<file path="src/rtl/cache_mem_pkg.sv">
// Shared types and constants for the cache-to-memory arbiter.
// Holds the FSM state set, the client ids and the line/beat geometry helpers.
package cache_mem_pkg;

  localparam int unsigned LINE_W_DEF = 512;
  localparam int unsigned MEM_W_DEF  = 128;
  localparam int unsigned BEATS      = LINE_W_DEF / MEM_W_DEF;
  localparam int unsigned OFFSET_W   = $clog2(LINE_W_DEF / 8);

  localparam logic CL_IC = 1'b0;
  localparam logic CL_DC = 1'b1;

  typedef enum logic [2:0] {
    S_IDLE,
    S_RD_REQ,
    S_RD_BEATS,
    S_WR_BEATS,
    S_RESP
  } state_e;

  function automatic int unsigned beats_of(input int unsigned line_w, input int unsigned mem_w);
    return line_w / mem_w;
  endfunction

  function automatic int unsigned offset_w_of(input int unsigned line_w);
    return $clog2(line_w / 8);
  endfunction

endpackage

</file>
<file path="src/rtl/arb_rr2.sv">
// Two-way round-robin grant between icache and dcache requesters.
// last_dc remembers who won the most recent accepted handshake; dcache wins the first tie.
module arb_rr2 (
  input  logic clk,
  input  logic reset,
  input  logic ic_req,
  input  logic dc_req,
  input  logic accept,
  output logic grant_ic,
  output logic grant_dc
);

  logic last_dc_q;
  logic last_dc_d;

  always_comb begin
    grant_dc  = dc_req & (~ic_req | ~last_dc_q);
    grant_ic  = ic_req & ~grant_dc;
    last_dc_d = accept ? grant_dc : last_dc_q;
  end

  always_ff @(posedge clk or negedge reset) begin
    if (!reset) begin
      last_dc_q <= 1'b0;
    end else begin
      last_dc_q <= last_dc_d;
    end
  end

endmodule

</file>
<file path="src/rtl/cache_mem_arbiter.sv">
// Arbitrates icache/dcache line traffic onto one memory port, one transaction at a time.
// Read beats are gathered into a line buffer; dirty lines are serialized out of the same buffer.
module cache_mem_arbiter
  import cache_mem_pkg::*;
#(
  parameter int unsigned ADDR_W = 32,
  parameter int unsigned LINE_W = LINE_W_DEF,
  parameter int unsigned MEM_W  = MEM_W_DEF
) (
  input  logic              clk,
  input  logic              reset,
  input  logic              ic_req_valid,
  output logic              ic_req_ready,
  input  logic [ADDR_W-1:0] ic_req_addr,
  output logic              ic_resp_valid,
  output logic [LINE_W-1:0] ic_resp_data,
  input  logic              dc_req_valid,
  output logic              dc_req_ready,
  input  logic              dc_req_rw,
  input  logic [ADDR_W-1:0] dc_req_addr,
  input  logic [LINE_W-1:0] dc_req_data,
  output logic              dc_resp_valid,
  output logic [LINE_W-1:0] dc_resp_data,
  output logic              mem_req_valid,
  input  logic              mem_req_ready,
  output logic              mem_req_rw,
  output logic [ADDR_W-1:0] mem_req_addr,
  output logic [MEM_W-1:0]  mem_req_data,
  input  logic              mem_resp_valid,
  input  logic [MEM_W-1:0]  mem_resp_data,
  output logic              busy,
  output logic              err
);

  localparam int unsigned       NBEATS     = beats_of(LINE_W, MEM_W);
  localparam int unsigned       OFF_W      = offset_w_of(LINE_W);
  localparam int unsigned       CNT_W      = (NBEATS > 1) ? $clog2(NBEATS) : 1;
  localparam logic [CNT_W-1:0]  LAST_BEAT  = CNT_W'(NBEATS - 1);
  localparam logic [ADDR_W-1:0] OFF_MASK   = ADDR_W'((64'd1 << OFF_W) - 64'd1);
  localparam logic [ADDR_W-1:0] BEAT_BYTES = ADDR_W'(MEM_W / 8);

  state_e              state_q, state_d;
  logic [CNT_W-1:0]    cnt_q, cnt_d;
  logic [CNT_W-1:0]    nxt;
  logic                cl_q, cl_d;
  logic                rw_q, rw_d;
  logic [ADDR_W-1:0]   line_addr_q, line_addr_d;
  logic [LINE_W-1:0]   buf_q, buf_d;
  logic                mem_req_valid_q, mem_req_valid_d;
  logic                mem_req_rw_q, mem_req_rw_d;
  logic [ADDR_W-1:0]   mem_req_addr_q, mem_req_addr_d;
  logic [MEM_W-1:0]    mem_req_data_q, mem_req_data_d;
  logic                ic_resp_valid_q, ic_resp_valid_d;
  logic                dc_resp_valid_q, dc_resp_valid_d;
  logic                err_q, err_d;

  logic idle;
  logic grant_ic;
  logic grant_dc;
  logic accept;

  function automatic int unsigned beat_lsb(input logic [CNT_W-1:0] k);
    return 32'(k) * MEM_W;
  endfunction

  assign idle   = (state_q == S_IDLE);
  // Ready is gated by reset so nothing handshakes while the block is held in reset.
  assign accept = idle & reset & (grant_ic | grant_dc);

  arb_rr2 u_arb (
    .clk      (clk),
    .reset    (reset),
    .ic_req   (ic_req_valid),
    .dc_req   (dc_req_valid),
    .accept   (accept),
    .grant_ic (grant_ic),
    .grant_dc (grant_dc)
  );

  always_comb begin
    state_d         = state_q;
    cnt_d           = cnt_q;
    cl_d            = cl_q;
    rw_d            = rw_q;
    line_addr_d     = line_addr_q;
    buf_d           = buf_q;
    mem_req_valid_d = mem_req_valid_q;
    mem_req_rw_d    = mem_req_rw_q;
    mem_req_addr_d  = mem_req_addr_q;
    mem_req_data_d  = mem_req_data_q;
    ic_resp_valid_d = 1'b0;
    dc_resp_valid_d = 1'b0;
    err_d           = err_q | (mem_resp_valid & (state_q != S_RD_BEATS));
    nxt             = cnt_q + 1'b1;

    case (state_q)
      S_IDLE: begin
        if (accept) begin
          cl_d            = grant_dc ? CL_DC : CL_IC;
          rw_d            = grant_dc & dc_req_rw;
          line_addr_d     = (grant_dc ? dc_req_addr : ic_req_addr) & ~OFF_MASK;
          cnt_d           = '0;
          mem_req_valid_d = 1'b1;
          mem_req_addr_d  = line_addr_d;
          if (rw_d) begin
            buf_d          = dc_req_data;
            mem_req_rw_d   = 1'b1;
            mem_req_data_d = dc_req_data[MEM_W-1:0];
            state_d        = S_WR_BEATS;
          end else begin
            mem_req_rw_d   = 1'b0;
            mem_req_data_d = '0;
            state_d        = S_RD_REQ;
          end
        end
      end

      S_RD_REQ: begin
        if (mem_req_ready) begin
          mem_req_valid_d = 1'b0;
          mem_req_addr_d  = '0;
          state_d         = S_RD_BEATS;
        end
      end

      S_RD_BEATS: begin
        if (mem_resp_valid) begin
          buf_d[beat_lsb(cnt_q) +: MEM_W] = mem_resp_data;
          cnt_d = nxt;
          if (cnt_q == LAST_BEAT) begin
            cnt_d           = '0;
            ic_resp_valid_d = (cl_q == CL_IC);
            dc_resp_valid_d = (cl_q == CL_DC);
            state_d         = S_RESP;
          end
        end
      end

      S_WR_BEATS: begin
        if (mem_req_ready) begin
          if (cnt_q == LAST_BEAT) begin
            cnt_d           = '0;
            mem_req_valid_d = 1'b0;
            mem_req_rw_d    = 1'b0;
            mem_req_addr_d  = '0;
            mem_req_data_d  = '0;
            dc_resp_valid_d = 1'b1;
            state_d         = S_RESP;
          end else begin
            cnt_d          = nxt;
            mem_req_addr_d = line_addr_q + ADDR_W'(nxt) * BEAT_BYTES;
            mem_req_data_d = buf_q[beat_lsb(nxt) +: MEM_W];
          end
        end
      end

      S_RESP: begin
        state_d = S_IDLE;
      end

      default: begin
        state_d = S_IDLE;
      end
    endcase
  end

  always_ff @(posedge clk or negedge reset) begin
    if (!reset) begin
      state_q         <= S_IDLE;
      cnt_q           <= '0;
      cl_q            <= CL_IC;
      rw_q            <= 1'b0;
      line_addr_q     <= '0;
      buf_q           <= '0;
      mem_req_valid_q <= 1'b0;
      mem_req_rw_q    <= 1'b0;
      mem_req_addr_q  <= '0;
      mem_req_data_q  <= '0;
      ic_resp_valid_q <= 1'b0;
      dc_resp_valid_q <= 1'b0;
      err_q           <= 1'b0;
    end else begin
      state_q         <= state_d;
      cnt_q           <= cnt_d;
      cl_q            <= cl_d;
      rw_q            <= rw_d;
      line_addr_q     <= line_addr_d;
      buf_q           <= buf_d;
      mem_req_valid_q <= mem_req_valid_d;
      mem_req_rw_q    <= mem_req_rw_d;
      mem_req_addr_q  <= mem_req_addr_d;
      mem_req_data_q  <= mem_req_data_d;
      ic_resp_valid_q <= ic_resp_valid_d;
      dc_resp_valid_q <= dc_resp_valid_d;
      err_q           <= err_d;
    end
  end

  assign ic_req_ready  = idle & reset & grant_ic;
  assign dc_req_ready  = idle & reset & grant_dc;
  assign ic_resp_valid = ic_resp_valid_q;
  assign dc_resp_valid = dc_resp_valid_q;
  // The buffer still holds the written line after a write, so the write ack data is forced to 0.
  assign ic_resp_data  = ic_resp_valid_q ? buf_q : '0;
  assign dc_resp_data  = (dc_resp_valid_q && !rw_q) ? buf_q : '0;
  assign mem_req_valid = mem_req_valid_q;
  assign mem_req_rw    = mem_req_rw_q;
  assign mem_req_addr  = mem_req_addr_q;
  assign mem_req_data  = mem_req_data_q;
  assign busy          = ~idle;
  assign err           = err_q;

endmodule

</file>
<file path="config.mk">
export PLATFORM = sky130hd
export DESIGN_NAME = cache_mem_arbiter
export DESIGN_NICKNAME = d
export VERILOG_FILES = /design/src/rtl/cache_mem_pkg.sv /design/src/rtl/arb_rr2.sv /design/src/rtl/cache_mem_arbiter.sv
export SDC_FILE = /design/constraint.sdc
export NUM_CORES = 2
export LEC_CHECK = 0
export ABC_AREA = 0
export ABC_CLOCK_PERIOD_IN_PS = 2500
export BUFFER_PORTS_ARGS = -buffer_cell sky130_fd_sc_hd__buf_2
export CORE_AREA = 2 2 752 754
export CTS_BUF_LIST = sky130_fd_sc_hd__clkbuf_2
export DETAILED_ROUTE_END_ITERATION = 10
export DIE_AREA = 0 0 754 756
export GPL_TIMING_DRIVEN = 0
export PLACE_DENSITY_LB_ADDON = 0.08
export SLEW_MARGIN = 20
export SYNTH_ARGS = -nofsm -noshare
export SYNTH_HDL_FRONTEND = slang
export SYNTH_SLANG_ARGS = --single-unit
</file>
<file path="constraint.sdc">
create_clock -name clk -period 2.5 [get_ports clk]
set_input_delay 0.5 -clock clk [delete_from_list [all_inputs] [get_ports clk]]
set_output_delay 0.5 -clock clk [all_outputs]
set_load 0.02 [all_outputs]
</file>
; ---- Yosys cells after proc, flatten, opt, wreduce, memory -nomap -nowiden
; Cells that the tools add are included.
; W data, S select, Z words.
[word_totals]
regBits = 711
input_bits = 711
output_inout_bits = 1192
word_cells = 109
[op_classes]
n_addsub = 3
eq_ne = 11
n_shift = 3
mux = 47
n_bitwise = 16
n_reduce_logical = 15
[op_table]
columns = cell, n
row1 = $mux W512, 5
row2 = $pmux W512 S2, 1
row3 = $bwmux W512, 1
row4 = $mux W128, 4
row5 = $shift A128 B34 Y512 const A, 1
row6 = $shiftx A128 B34 Y512, 1
row7 = $shiftx A512 B10 Y128, 1
row8 = $pmux W128 S2, 1
row9 = $mux W32, 5
row10 = $pmux W32 S3, 1
row11 = $neg A9 Y34, 1
row12 = $add A32 B6 Y32, 1
row13 = $reduce_and A4 Y1, 5
row14 = $mux W3, 5
row15 = $mux W1, 14
row16 = $pmux W3 S4, 1
row17 = $mux W2, 5
row18 = $and A1 B1 Y1, 8
row19 = $ne A2 B2 Y1 const B, 4
row20 = $eq A3 B2 Y1 const B, 2
row21 = $pmux W2 S3, 1
row22 = $reduce_bool A3 Y1, 2
row23 = $not A1 Y1, 5
row24 = $reduce_and A5 Y1, 1
row25 = other kinds (14), 19

; ---- Longest topological paths before layout
[depth]
depth_word = 9
ltp_mapped = 10
mapped_depth_nobuf = 6

; ---- Modules after synthesis
; A second synthesis with hierarchy kept.
[unflattened]
hier_cells = 4074
area_unflattened_um2 = 42439.5
[modules_own_cells]
columns = module, instances, cells_each, area_each_um2, seq_area_each_um2
row1 = cache_mem_arbiter, 1, 4069, 42376.9, 17666.9
row2 = arb_rr2, 1, 5, 62.6, 25.0

; ---- Least setup slack after synthesis
; OpenSTA, ideal clock, no wires.
[synth_timing]
path_type = reg2reg
start = register cnt_q[0]
end = register mem_req_data_q[107] (netlist: mem_req_data[107])
setup_ps = 133
t_arrival_ps = 2219
required_time_ps = 2367
setup_slack_ps = 148
stages_incl_launch_ff = 10
path_buffers = 4
period_less_slack_ps = 2352
path_cell_list = dfrtp_1 buf_2 inv_1 ha_1 buf_2 clkbuf_1 clkbuf_1 mux4_2 a22oi_1 o21ai_0
[synth_via]
elab_chain_cells = 5
elab_cells_between_ends = 6
classes_between = add/sub (1) / eq/ne (1) / shift (1) / mux (3)
[synth_rtl]
columns = item, line_no
row1 = from (decl), cache_mem_arbiter.sv:43  ; logic [CNT_W-1:0] cnt_q, cnt_d;
row2 = from (signal assigned), cache_mem_arbiter.sv:184  ; cnt_q <= cnt_d;
row3 = $add A2 B1 Y2, cache_mem_arbiter.sv:94  ; nxt = cnt_q + 1'b1;
row4 = $shiftx A512 B10 Y128, cache_mem_arbiter.sv:152  ; mem_req_data_d = buf_q[beat_lsb(nxt) +: MEM_W];
row5 = $mux W128 (*), cache_mem_arbiter.sv:141  ; if (cnt_q == LAST_BEAT) begin
row6 = $mux W128 (*), cache_mem_arbiter.sv:140  ; if (mem_req_ready) begin
row7 = $pmux W128 S2 (*), cache_mem_arbiter.sv:96  ; case (state_q)
row8 = to (signal assigned), cache_mem_arbiter.sv:192  ; mem_req_data_q <= mem_req_data_d;
row9 = to (decl), cache_mem_arbiter.sv:52  ; logic [MEM_W-1:0] mem_req_data_q, mem_req_data_d;
; Mark *: on every way between the ends. The rest lies on a longest branch, timed or not. The select of a mux whose other input is x is not followed.
; A chain may end at the register's enable or synchronous reset.

; ---- Final worst setup path
[layout_timing]
start = input reset
end = output dc_req_ready
[layout_via]
elab_chain_cells = 2
[layout_rtl]
columns = item, line_no
row1 = from (decl), cache_mem_arbiter.sv:11  ; input logic reset,
row2 = $and A1 B1 Y1 (2 in a row), cache_mem_arbiter.sv:200  ; assign dc_req_ready = idle & reset & grant_dc;
row3 = to (decl), cache_mem_arbiter.sv:18  ; output logic dc_req_ready,
; No other way between the ends.

==> impl_results.md <==
- Period minus WS final: 4.677 ns
- Synthesis-to-layout area growth: 119.0%
- Mean Syn Cell Area: 10.62 sq um
- Yosys warns: 0
- Placed instance area: 0.06280 sq mm
- Crit. End Element: output port
- Routed Antenna Nets: 1
- Gr busiest metal: met2
- Initial antenna violation count: 163
- Met2 Usage GRT: a little over 30%
- Commonest cells after routing, fill and taps aside: dlygate4sd3_1, buf_2, and2_1, dfrtp_1, clkbuf_2
- FF+latch area: 0.01770 sq mm
- RR Endpoint: buf_q[443]$_DFFE_PN0P_
- Share of the synthesized area in the top cell type: 41.38%
- GRT Util Overall: 18.05%
- Commonest non-fill, non-tap cell in the layout: dlygate4sd3_1
- PwrDens: 875.8 mW/mm^2
- Outcome: finished with violations
- Slew Limit Fails: 0
- Violated checks: antenna rules, setup timing
- Port Buffers: 1,886
- Reg2reg setup slack: -1.31 ns
- Post-synthesis sequential area ratio: 41.38%
- HPWL after DPL: 438.2 mm
- Nets: roughly 9.2k
- P_leak: between 40 and 50 nW
- Multi-input logic area: approximately 0.024 sq mm
- Worst Setup Slack, final: -2.177 ns
- Met3 usage: 4.487%
- H-tree levels: 5
- Post-synthesis mux area share: 21.23%
- Crit-path max FO: 5
- Design Area, Final: 0.09365 sq mm
- Site Rows: ~280
- Grt met1 use: between 20 and 25%
- Placer Congestion: 0.8689
- Initial Util: 7.600%
- CTS clk-pin slew, worst paths: 0.08 ns
- Post-Synth Adder-Cell Area: 0.1463%
- RSZ-0062 raised after global routing: true
- Netlist cell types: 42
- DRT Wirelength: 535.8 mm
- CP Launch Type: input pin
- Final core utilization: 16.65%
- Final setup violating endpoints: 1,892
- Setup Skew: 0.2610 ns
- Die area: between 0.5 and 0.6 sq mm
- Total gr overflow: 0
- Post-Synth XOR/XNOR Area: 0%
- Max frequency: 213.8 MHz
- Post-Syn Area: 0.04275 sq mm
- Post-synthesis simple-gate area fraction: 17.26%
- Kind of critical path: input pin to output port
- Setup tns final: -2762.68 ns
- Critical path arrival: 4.18 ns
- Reg2Reg Depth: 9
- Hold Startpoint: dc_req_data[469]
- Die Y: 756 um
- CP Data Required Time: 2.00 ns
- Share of layout cells above drive strength 1: a little over two fifths
- Final period utilization: 187.1%
- Clock buffer count from CTS: roughly 280
- FILL cells: 63.76k
- Post-Syn Instances: 4,027
- Vias: 54.74k
- Cell Count Post-Placement: about 13k
- Non-Filler Instances: between 15k and 20k
- Worst slew pin tran: 1.110 ns
- Hold WS: slightly above 0.4 ns
- I/O pin total: 1,903
- Worst vdd ir: 725.8 uV
- Max_cap viols: 0
- Fin. Hold Viols: 0
- Clk_lat worst skew: 2.00 ns
- Clock tree root buffer cell: clkbuf_2
- Synth Area in Compound Gates: ~15%
- Core area: 0.5625 sq mm
- Ys async rst share: 100.0%
- Largest net degree at the start of global routing: 109
- Hold depth: 5
- First DRT Iteration DRCs: 2,845
- Die W: around 750 um
- Rel. slew slack: between 20% and 30%
- Top FF cell, synth: dfrtp_1
- Vias in the first global route: 58.94k
- DR WL/cell: 32.92 um
- Ranking of synthesized cells by area: dfrtp_1, and2_1, mux2_2
- First-pass GRT wire length: about 670 mm
- Clock sink count: ~710
- Hold Crit Class: input pin to flip-flop
- Yosys top cell by area: dfrtp_1
- Clock Path Buffers: 4
- Critical R2R Launch: state_q[1]$_DFFE_PN0P_
- Number of synthesized flops with an enable pin: 0
- Residual DRC: 0
- Flops & latches, synth: 707
- CTS tree: done
- DRT Pass-1 Iters: 5
- Largest family of logic cells by synthesized area: multiplexers
- Vias/cell: 3.364
- End of the worst hold path: buf_q[469]$_DFFE_PN0P_
worst max-delay path by stage:
| stage | from | end | slack, ns | cells after the start |
|---|---|---|---|---|
| 2_1_floorplan | cnt_q[0]$_DFFE_PN0P_ | mem_req_data[107]$_DFFE_PN0P_ | 0.15 | 9 |
| 3_3_place_gp | reset | buf_q[270]$_DFFE_PN0P_ | -20.62 | 7 |
| 3_5_place_dp | reset | mem_req_data[121]$_DFFE_PN0P_ | -4.21 | 15 |
| 4_1_cts | ic_resp_valid$_DFF_PN0_ | ic_resp_data[397] | -2.44 | 7 |
| 5_1_grt | ic_resp_valid$_DFF_PN0_ | ic_resp_data[397] | -2.27 | 7 |
| 6_report | reset | dc_req_ready | -2.18 | 20 |
kinds of logic after synthesis:
family	Yosys count
buffers and inverters	527
muxes	695
adders and majority gates	5
DFF	707
AOI/OAI and AO/OA	838
and+or+nand+nor	1254
other	1
routing by layer:
| layer | wire [um] | up-vias | part of all wire (%) |
|---|---|---|---|
| li1 | - | 23550 | - |
| met1 | 226300 | 28080 | 42 |
| met2 | 254900 | 2452 | 48 |
| met3 | 35040 | 591 | 6.5 |
| met4 | 19140 | 62 | 3.6 |
| met5 | 407 | - | 0.076 |
area by class of cell:
| class | instances | area share, % |
|---|---|---|
| multi-input cells | 2796 | 25.21 |
| diodes | 86 | 0.2298 |
| well taps | 7506 | 10.03 |
| repair buffers | 4201 | 38.73 |
| clock inverters | 48 | 0.4503 |
| plain buffers | 390 | 3.754 |
| inverters | 133 | 0.5371 |
| clock buffers | 406 | 2.170 |
| flip-flops and latches | 707 | 18.90 |
Yosys cell counts, drive strengths merged, types with 2 or more instances:
master,instances
nand3b,2
dfrtp,707
a22o,386
mux2i,154
nand3,6
nor2,9
and3,2
and2,1026
mux4,128
nand4bb,2
a22oi,256
a21o,4
nor2b,2
inv,133
o21ai,183
nor3b,2
ha,5
mux2,413
clkbuf,205
nand2,194
buf,189
timing repair:
item,CTS,global route
endpoints found under the setup margin,1885,1887
gates cloned,25,7
gates resized for setup,1078,390
hold buffers,2139,2
pin swaps,1,11
endpoints found under the hold margin,1312,80
setup buffers,58,42
report_power, final:
part           internal [W]  total [W]  switching, W
sequential           0.0163     0.0253       0.00897
clock               0.00509     0.0128       0.00770
combinational        0.0183     0.0440        0.0256
stage by stage:
stage	power, W	setup slack [ns]
2_1_floorplan	0.03930	0.1481
3_3_place_gp	0.06252	-20.62
3_5_place_dp	0.06486	-4.212
4_1_cts	0.08327	-2.439
5_1_grt	0.08719	-2.270
6_report	0.08201	-2.177
worst max-delay path, stage by stage:
cell and delay, ns:
buf_12 0.10, buf_16 0.12, buf_16 0.12, buf_16 0.12
buf_16 0.12, buf_16 0.14, buf_16 0.13, buf_16 0.12
buf_16 0.12, buf_16 0.12, buf_16 0.13, buf_16 0.13
buf_16 0.12, buf_16 0.12, buf_16 0.13, buf_16 0.14
dlygate4sd3_1 0.93, buf_16 0.34, and3_1 0.18, buf_2 0.18
flip-flops by register name, indices dropped and copies added (netlist names):
name and flops:
line_addr_q 26, mem_req_data 128, cl_q 1, cnt_q 2
mem_req_valid 1, state_q 3, ic_resp_valid 1, dc_resp_valid 1
rw_q 1, u_arb.last_dc_q 1, err 1, buf_q 512
mem_req_addr 28, mem_req_rw 1
(Power assumes the default switching activity.)
